File: config.mk
export PLATFORM = sky130hd
export DESIGN_NAME = mem_port_arbiter
export DESIGN_NICKNAME = d
export VERILOG_FILES = /design/src/rtl/cpu_mem_pkg.sv /design/src/rtl/arb_pick.sv /design/src/rtl/mem_port_arbiter.sv
export SDC_FILE = /design/constraint.sdc
export NUM_CORES = 1
export LEC_CHECK = 0
export ABC_AREA = 1
export CAP_MARGIN = 20
export CORE_MARGIN = 3
export CORE_UTILIZATION = 36
export DETAILED_ROUTE_END_ITERATION = 16
export MAX_ROUTING_LAYER = met4
export PLACE_DENSITY = 0.8
export SYNTH_ARGS = -nofsm -noshare
export SYNTH_HDL_FRONTEND = slang
export SYNTH_SLANG_ARGS = --single-unit
File: constraint.sdc
create_clock -name Clock -period 1.7 [get_ports Clock]
set_input_delay 0.17 -clock Clock [delete_from_list [all_inputs] [get_ports Clock]]
set_output_delay 0.17 -clock Clock [all_outputs]
set_load 0.03 [all_outputs]
File: src/rtl/cpu_mem_pkg.sv
`default_nettype none
// ============================================================================
//  Module      : cpu_mem_pkg
//  Description : Shared constants for the unified-memory port arbiter:
//                FSM state encoding, requester IDs, latency counter width
//                and the MEM_LAT legality check.
//  Revision    : 1.0 - initial release
// ============================================================================
package cpu_mem_pkg;

  // Latency counter width; MEM_LAT is at most 7.
  localparam int LAT_CNT_W = 3;

  // Arbiter FSM state encoding
  localparam logic [0:0] ST_IDLE = 1'b0;
  localparam logic [0:0] ST_BUSY = 1'b1;

  // Requester IDs, also used as the Owner / LastOwner encoding
  localparam logic REQ_IF = 1'b0;
  localparam logic REQ_DM = 1'b1;

  typedef logic [0:0] arb_state_t;

  // Legal memory latencies must fit the down-counter and be non-zero.
  function automatic bit mem_lat_legal(input int lat);
    return (lat >= 1) && (lat <= 7);
  endfunction

endpackage
`default_nettype wire

File: src/rtl/arb_pick.sv
`default_nettype none
// ============================================================================
//  Module      : arb_pick
//  Description : Combinational winner selection between fetch and data
//                requesters. With ARB_RR_EN defined, ties alternate using a
//                1-bit LastOwner register; otherwise data always beats fetch.
//  Macro       : ARB_RR_EN
//  Revision    : 1.0 - initial release
// ============================================================================
module arb_pick
  import cpu_mem_pkg::*;
(
  input  logic Clock,
  input  logic ResetN,
  input  logic IfReq,
  input  logic DmReq,
  input  logic Grant,    // a grant is issued this cycle to PickDm's choice
  output logic PickDm    // 1 = data port wins, 0 = fetch port wins
);

`ifdef ARB_RR_EN
  logic last_owner_q;
  logic last_owner_d;

  // Tie goes to whoever did not win last; remember each granted winner.
  always_comb begin
    PickDm       = DmReq & (~IfReq | (last_owner_q == REQ_IF));
    last_owner_d = last_owner_q;
    if (Grant) begin
      last_owner_d = PickDm ? REQ_DM : REQ_IF;
    end
  end

  // LastOwner starts at IF so data takes the first tie after reset.
  always_ff @(posedge Clock) begin
    if (!ResetN) begin
      last_owner_q <= REQ_IF;
    end else begin
      last_owner_q <= last_owner_d;
    end
  end
`else
  // Fixed priority needs no state, so the clock, reset and grant are idle.
  logic unused_rr_inputs;
  assign unused_rr_inputs = ^{Clock, ResetN, Grant};

  // Data wins whenever it asks; fetch only wins when data is quiet.
  always_comb begin
    PickDm = DmReq;
  end
`endif

endmodule
`default_nettype wire

File: src/rtl/mem_port_arbiter.sv
`default_nettype none
// ============================================================================
//  Module      : mem_port_arbiter
//  Description : Shares one single-port unified memory between the fetch
//                and load/store paths. Grants one access at a time, counts
//                out MEM_LAT cycles, registers read data back to the owner
//                and raises Stall while any access is outstanding.
//  Macro       : ARB_RR_EN (round-robin tie-break; fixed DM>IF otherwise)
//  Revision    : 1.0 - initial release
// ============================================================================
module mem_port_arbiter
  import cpu_mem_pkg::*;
#(
  parameter int ADDR_W  = 16,
  parameter int DATA_W  = 16,
  parameter int MEM_LAT = 1
) (
  input  logic              Clock,
  input  logic              ResetN,
  // fetch port
  input  logic              IfReq,
  input  logic [ADDR_W-1:0] IfAddr,
  output logic              IfGnt,
  output logic              IfValid,
  output logic [DATA_W-1:0] IfRData,
  // data port
  input  logic              DmReq,
  input  logic              DmWe,
  input  logic [ADDR_W-1:0] DmAddr,
  input  logic [DATA_W-1:0] DmWData,
  output logic              DmGnt,
  output logic              DmValid,
  output logic [DATA_W-1:0] DmRData,
  // memory macro
  output logic              MemEn,
  output logic              MemWe,
  output logic [ADDR_W-1:0] MemAddr,
  output logic [DATA_W-1:0] MemWData,
  input  logic [DATA_W-1:0] MemRData,
  // datapath hold
  output logic              Stall
);

  // Reject out-of-range latencies at elaboration.
  if (!mem_lat_legal(MEM_LAT)) begin : g_lat_illegal
    $error("mem_port_arbiter: MEM_LAT must be in 1..7");
  end

  localparam logic [LAT_CNT_W-1:0] LAT_LOAD = LAT_CNT_W'(MEM_LAT);
  localparam logic [LAT_CNT_W-1:0] CNT_ONE  = LAT_CNT_W'(1);

  arb_state_t           state_q, state_d;
  logic [LAT_CNT_W-1:0] cnt_q,   cnt_d;
  logic                 owner_q, owner_d;
  logic                 store_q, store_d;
  logic                 if_valid_q, if_valid_d;
  logic                 dm_valid_q, dm_valid_d;
  logic [DATA_W-1:0]    if_rdata_q, if_rdata_d;
  logic [DATA_W-1:0]    dm_rdata_q, dm_rdata_d;

  logic grant;
  logic pick_dm;
  logic if_gnt;
  logic dm_gnt;

  // Grants are gated by ResetN: a grant in a reset cycle would be dropped
  // by the state reset, so the requester must not see it as accepted.
  assign grant  = (state_q == ST_IDLE) & ResetN & (IfReq | DmReq);
  assign if_gnt = grant & ~pick_dm;
  assign dm_gnt = grant &  pick_dm;

  arb_pick u_arb_pick (
    .Clock  (Clock),
    .ResetN (ResetN),
    .IfReq  (IfReq),
    .DmReq  (DmReq),
    .Grant  (grant),
    .PickDm (pick_dm)
  );

  // Next-state: accept a winner in IDLE, count latency down in BUSY and
  // capture read data into the owner's register on the last BUSY cycle.
  always_comb begin
    state_d    = state_q;
    cnt_d      = cnt_q;
    owner_d    = owner_q;
    store_d    = store_q;
    if_valid_d = 1'b0;
    dm_valid_d = 1'b0;
    if_rdata_d = if_rdata_q;
    dm_rdata_d = dm_rdata_q;
    case (state_q)
      ST_IDLE: begin
        if (grant) begin
          state_d = ST_BUSY;
          cnt_d   = LAT_LOAD;
          owner_d = dm_gnt ? REQ_DM : REQ_IF;
          store_d = dm_gnt & DmWe;
        end
      end
      ST_BUSY: begin
        cnt_d = cnt_q - CNT_ONE;
        if (cnt_q == CNT_ONE) begin
          state_d = ST_IDLE;
          if (owner_q == REQ_DM) begin
            dm_valid_d = 1'b1;
            // A store completes without touching the load data register.
            if (!store_q) begin
              dm_rdata_d = MemRData;
            end
          end else begin
            if_valid_d = 1'b1;
            if_rdata_d = MemRData;
          end
        end
      end
      default: begin
        state_d = ST_IDLE;
      end
    endcase
  end

  // State and return-path registers; reset abandons any outstanding access.
  always_ff @(posedge Clock) begin
    if (!ResetN) begin
      state_q    <= ST_IDLE;
      cnt_q      <= '0;
      owner_q    <= REQ_IF;
      store_q    <= 1'b0;
      if_valid_q <= 1'b0;
      dm_valid_q <= 1'b0;
      if_rdata_q <= '0;
      dm_rdata_q <= '0;
    end else begin
      state_q    <= state_d;
      cnt_q      <= cnt_d;
      owner_q    <= owner_d;
      store_q    <= store_d;
      if_valid_q <= if_valid_d;
      dm_valid_q <= dm_valid_d;
      if_rdata_q <= if_rdata_d;
      dm_rdata_q <= dm_rdata_d;
    end
  end

  // Memory strobe and payload come straight from the winner; all zero
  // whenever no grant is issued.
  always_comb begin
    MemEn    = grant;
    MemWe    = dm_gnt & DmWe;
    MemAddr  = '0;
    MemWData = '0;
    if (dm_gnt) begin
      MemAddr  = DmAddr;
      MemWData = DmWData;
    end else if (if_gnt) begin
      MemAddr  = IfAddr;
    end
  end

  assign IfGnt   = if_gnt;
  assign DmGnt   = dm_gnt;
  assign IfValid = if_valid_q;
  assign DmValid = dm_valid_q;
  assign IfRData = if_rdata_q;
  assign DmRData = dm_rdata_q;

  // Hold the datapath while busy or while any request is left waiting.
  assign Stall = (state_q == ST_BUSY) | (IfReq & ~if_gnt) | (DmReq & ~dm_gnt);

endmodule
`default_nettype wire

==> impl_metrics.py <==
metrics = {
    "status": {
        "status": "completed",
    },
    "detailed_routing": {
        "top_layer": "met4",
        "finalWirelength_um": 6699,
        "wirelength_met1_um": 2648,
        "dr.pass1.iters": 4,
        "vias": 2529,
        "wire_per_inst_um": 12.74,
        "ant_nets": 0,
        "dr_wl_met2_um": 3396,
        "first_iter_violations": 133,
        "wl_met3_um": 487,
        "drc": 0,
        "via_per_inst": 4.808,
    },
    "place": {
        "gp_congestion": 0.8190,
        "port_buffers": 139,
        "dp_hpwl_um": 5372,
    },
    "power_and_ir_drop": {
        "cellPowerDensity_mw_per_mm2": 759.4,
        "p_sw_w": 0.0009618,
        "intPower_w": 0.001755,
        "ir_drop_v": 0.0003458,
        "p_comb_frac": 0.374,
        "swShare": 0.3541,
        "clkPwrFrac": 0.245,
        "leakage_nw": 1.626,
        "seq_power_share": 0.381,
    },
    "job": {
        "max_cap_viol_count": 0,
    },
    "final_layout": {
        "drive_gt1_frac": 0.1601,
        "diodes": 0,
        "fin_nets": 526,
        "area_delta_synth_final_pct": 74.44,
    },
    "clock_tree": {
        "clk_pin_slew_ns": 0.07,
        "cts_inserted_buffers": 5,
        "root_buffer": "clkbuf_8",
        "clkSinkCount": 40,
        "worstSkewPairLatency_ns": 0.30,
        "cts_max_path_buffers": 2,
        "postCtsSetupRepairBufs": 0,
        "cts_tree": "built",
        "cts_max_level": 2,
    },
    "logic_synthesis": {
        "synth_cells": 314,
        "synthArstFlopShare": 0,
        "synth_area_leader_cell": "dfxtp_1",
        "yosys.area_share.simple": 0.4082,
        "ys_ff_latch": 40,
        "synth.distinct_cells": 23,
        "muxShareOfSynthArea": 0,
        "yosysWarnings": 0,
        "synthXorXnorAreaFrac": 0,
        "synthTopCellsByArea": "dfxtp_1 (39%), nand2_1 (13%), nor2_1 (9.9%)",
        "syn_nets": 385,
        "synth_top_family_by_area": "simple AND/OR/NAND/NOR gates",
        "synthFlopType": "dfxtp_1",
        "synth_most_common_cell": "nand2_1",
        "synth_fa_ha_area_frac": 0.01220,
        "synth_edf_count": 0,
        "synth_compound_area_frac": 0.05857,
        "synth_top_cell_area_share": 0.3905,
        "syn_area_per_cell_um2": 6.531,
        "synth_top_cells_by_count": "nand2_1 (71), nor2_1 (54), dfxtp_1 (40)",
        "synth-seq-area-share": 0.3905,
        "syn-cell-area_mm2": 0.002051,
    },
    "global_routing": {
        "grt_pass1_vias": 2409,
        "grt_usage": 0.2091,
        "grt_first_pass_wirelength_um": 10470,
        "grt_max_degree": 24,
        "grt_remaining_overflow": 0,
        "antenna_found_initial": 0,
    },
    "timing": {
        "skew_ns": 0.005041,
        "hold_violations": 0,
        "rsz0062_at_grt": "no",
        "hold_ws_ns": 0.4342,
        "fmax_mhz": 613.8,
        "slew_headroom": 0.7480,
        "fin_crit_sh": 0.9584,
        "worst_slew_pin_slew_ns": 0.3776,
        "min_period_ns": 1.629,
        "finalSetupViolCount": 0,
        "finalMaxSlewViolations": 0,
        "totalNegativeSetupSlack_ns": 0,
    },
    "die": {
        "die_area_mm2": 0.006638,
        "boundaryPins": 140,
        "die_width_um": 81.48,
        "num_rows": 26,
        "die_h_um": 81.48,
        "start_util": 0.3867,
        "core-area_mm2": 0.005303,
    },
    "critical_path": {
        "cp.arrival_ns": 1.46,
        "critical_path.max_fanout": 10,
        "worst_ep_required_time_ns": 1.53,
        "worstSetupPathType": "input port to primary output",
        "end_kind": "primary output",
        "cp-start-kind": "input port",
    },
    "worst_hold_path": {
        "hold_class": "input port to flop",
    },
}
[cell usage in the layout, fill, tap and decap left out]
master           count
o21ai_0              6
buf_4               49
nand3_1             19
clkinvlp_4           3
nor4_1               1
inv_4                1
nor2_1              52
dfxtp_1             40
inv_1               37
inv_2                4
buf_12               2
nand3_2              1
clkdlybuf4s50_1    102
nand4_1             32
a21oi_1             18
nand2_2              1
clkbuf_8             6
nor3_1               1
nand2_4              1
nor2_4               3
nand2_1             71
clkinv_1             1
clkbuf_1             1
ha_1                 2
nor2_2               2
[kinds of logic after synthesis]
logic type / count (synthesis)
simple gates: 184
fa+ha+maj: 2
buf+inv: 64
compound gates: 24
flops: 40
[power groups by stage]
| stage | combinational (W) | sequential, W | clock, W |
|---|---|---|---|
| detailed placement | 0.00101 | 0.00106 | 0 |
| finish | 0.00101 | 0.00104 | 0.000665 |
| floorplan | 0.000493 | 0.00112 | 0 |
| CTS | 0.00102 | 0.00104 | 0.000677 |
| global route | 0.00110 | 0.00104 | 0.000714 |
| global placement | 0.000999 | 0.00106 | 0 |
[worst max-delay path: stages]
cell,delay [ns]
clkdlybuf4s50_1,0.54
nand2_1,0.11
nor2_2,0.14
buf_4,0.19
nand3_1,0.08
nand2_1,0.07
buf_4,0.15
[registers in the layout (all words and copies together) (netlist names)]
register / count
DmValid: 1
store_q: 1
cnt_q: 3
state_q: 1
owner_q: 1
IfRData: 16
IfValid: 1
DmRData: 16
[per-layer routing]
metal | vias up | global-route usage
met1 | 1133 | 0.2280
met5 | - | -
li1 | 1275 | -
met3 | 17 | 0.04715
met2 | 104 | 0.3656
met4 | 0 | 0.08615
[stage by stage]
stage / util / total power (W) / instances / instance area (µm²) / setup slack (ns)
2_1_floorplan: - / 0.001616 / 314 / 2051 / 0.2520
3_3_place_gp: 0.6538 / 0.002055 / 517 / 3467 / 0.01349
3_5_place_dp: 0.6538 / 0.002068 / 517 / 3467 / 0.009563
4_1_cts: 0.6720 / 0.002729 / 525 / 3563 / 0.01135
5_1_grt: 0.6746 / 0.002856 / 526 / 3577 / 0.002937
6_report: 0.6746 / 0.002717 / 526 / 3577 / 0.07069
[layout make-up]
| cell class | count | area [µm²] |
|---|---|---|
| clock inverter | 1 | 7.507 |
| timing repair inverter | 1 | 7.507 |
| multi-input combinational | 210 | 987.2 |
| sequential | 40 | 800.8 |
| tap | 70 | 87.58 |
| clock buffer | 7 | 86.33 |
| inverter | 44 | 171.4 |
| fill | 459 | 1725 |
| timing repair buffer | 153 | 1429 |
[what timing repair did]
action | in CTS | in global routing
hold buffers | 0 | 0
endpoints found under the setup margin | 1 | 17
resized for setup | 1 | 3
gates cloned | 0 | 1
hold endpoints to repair | 0 | 0
[path summary, 6_finish.rpt]
kind | start | endpoint | slack (ns) | cells past startpoint
setup / recovery | ResetN | MemAddr[4] | 0.07 | 7
hold reg to reg | IfRData[10]$_SDFFE_PN0P_ | IfRData[10]$_SDFFE_PN0P_ | 0.47 | 2
hold / removal | DmWe | store_q$_SDFFE_PN0P_ | 0.43 | 3
setup reg to reg | cnt_q[1]$_SDFFE_PN0P_ | IfRData[4]$_SDFFE_PN0P_ | 0.33 | 5
(Power assumes the default switching activity.)
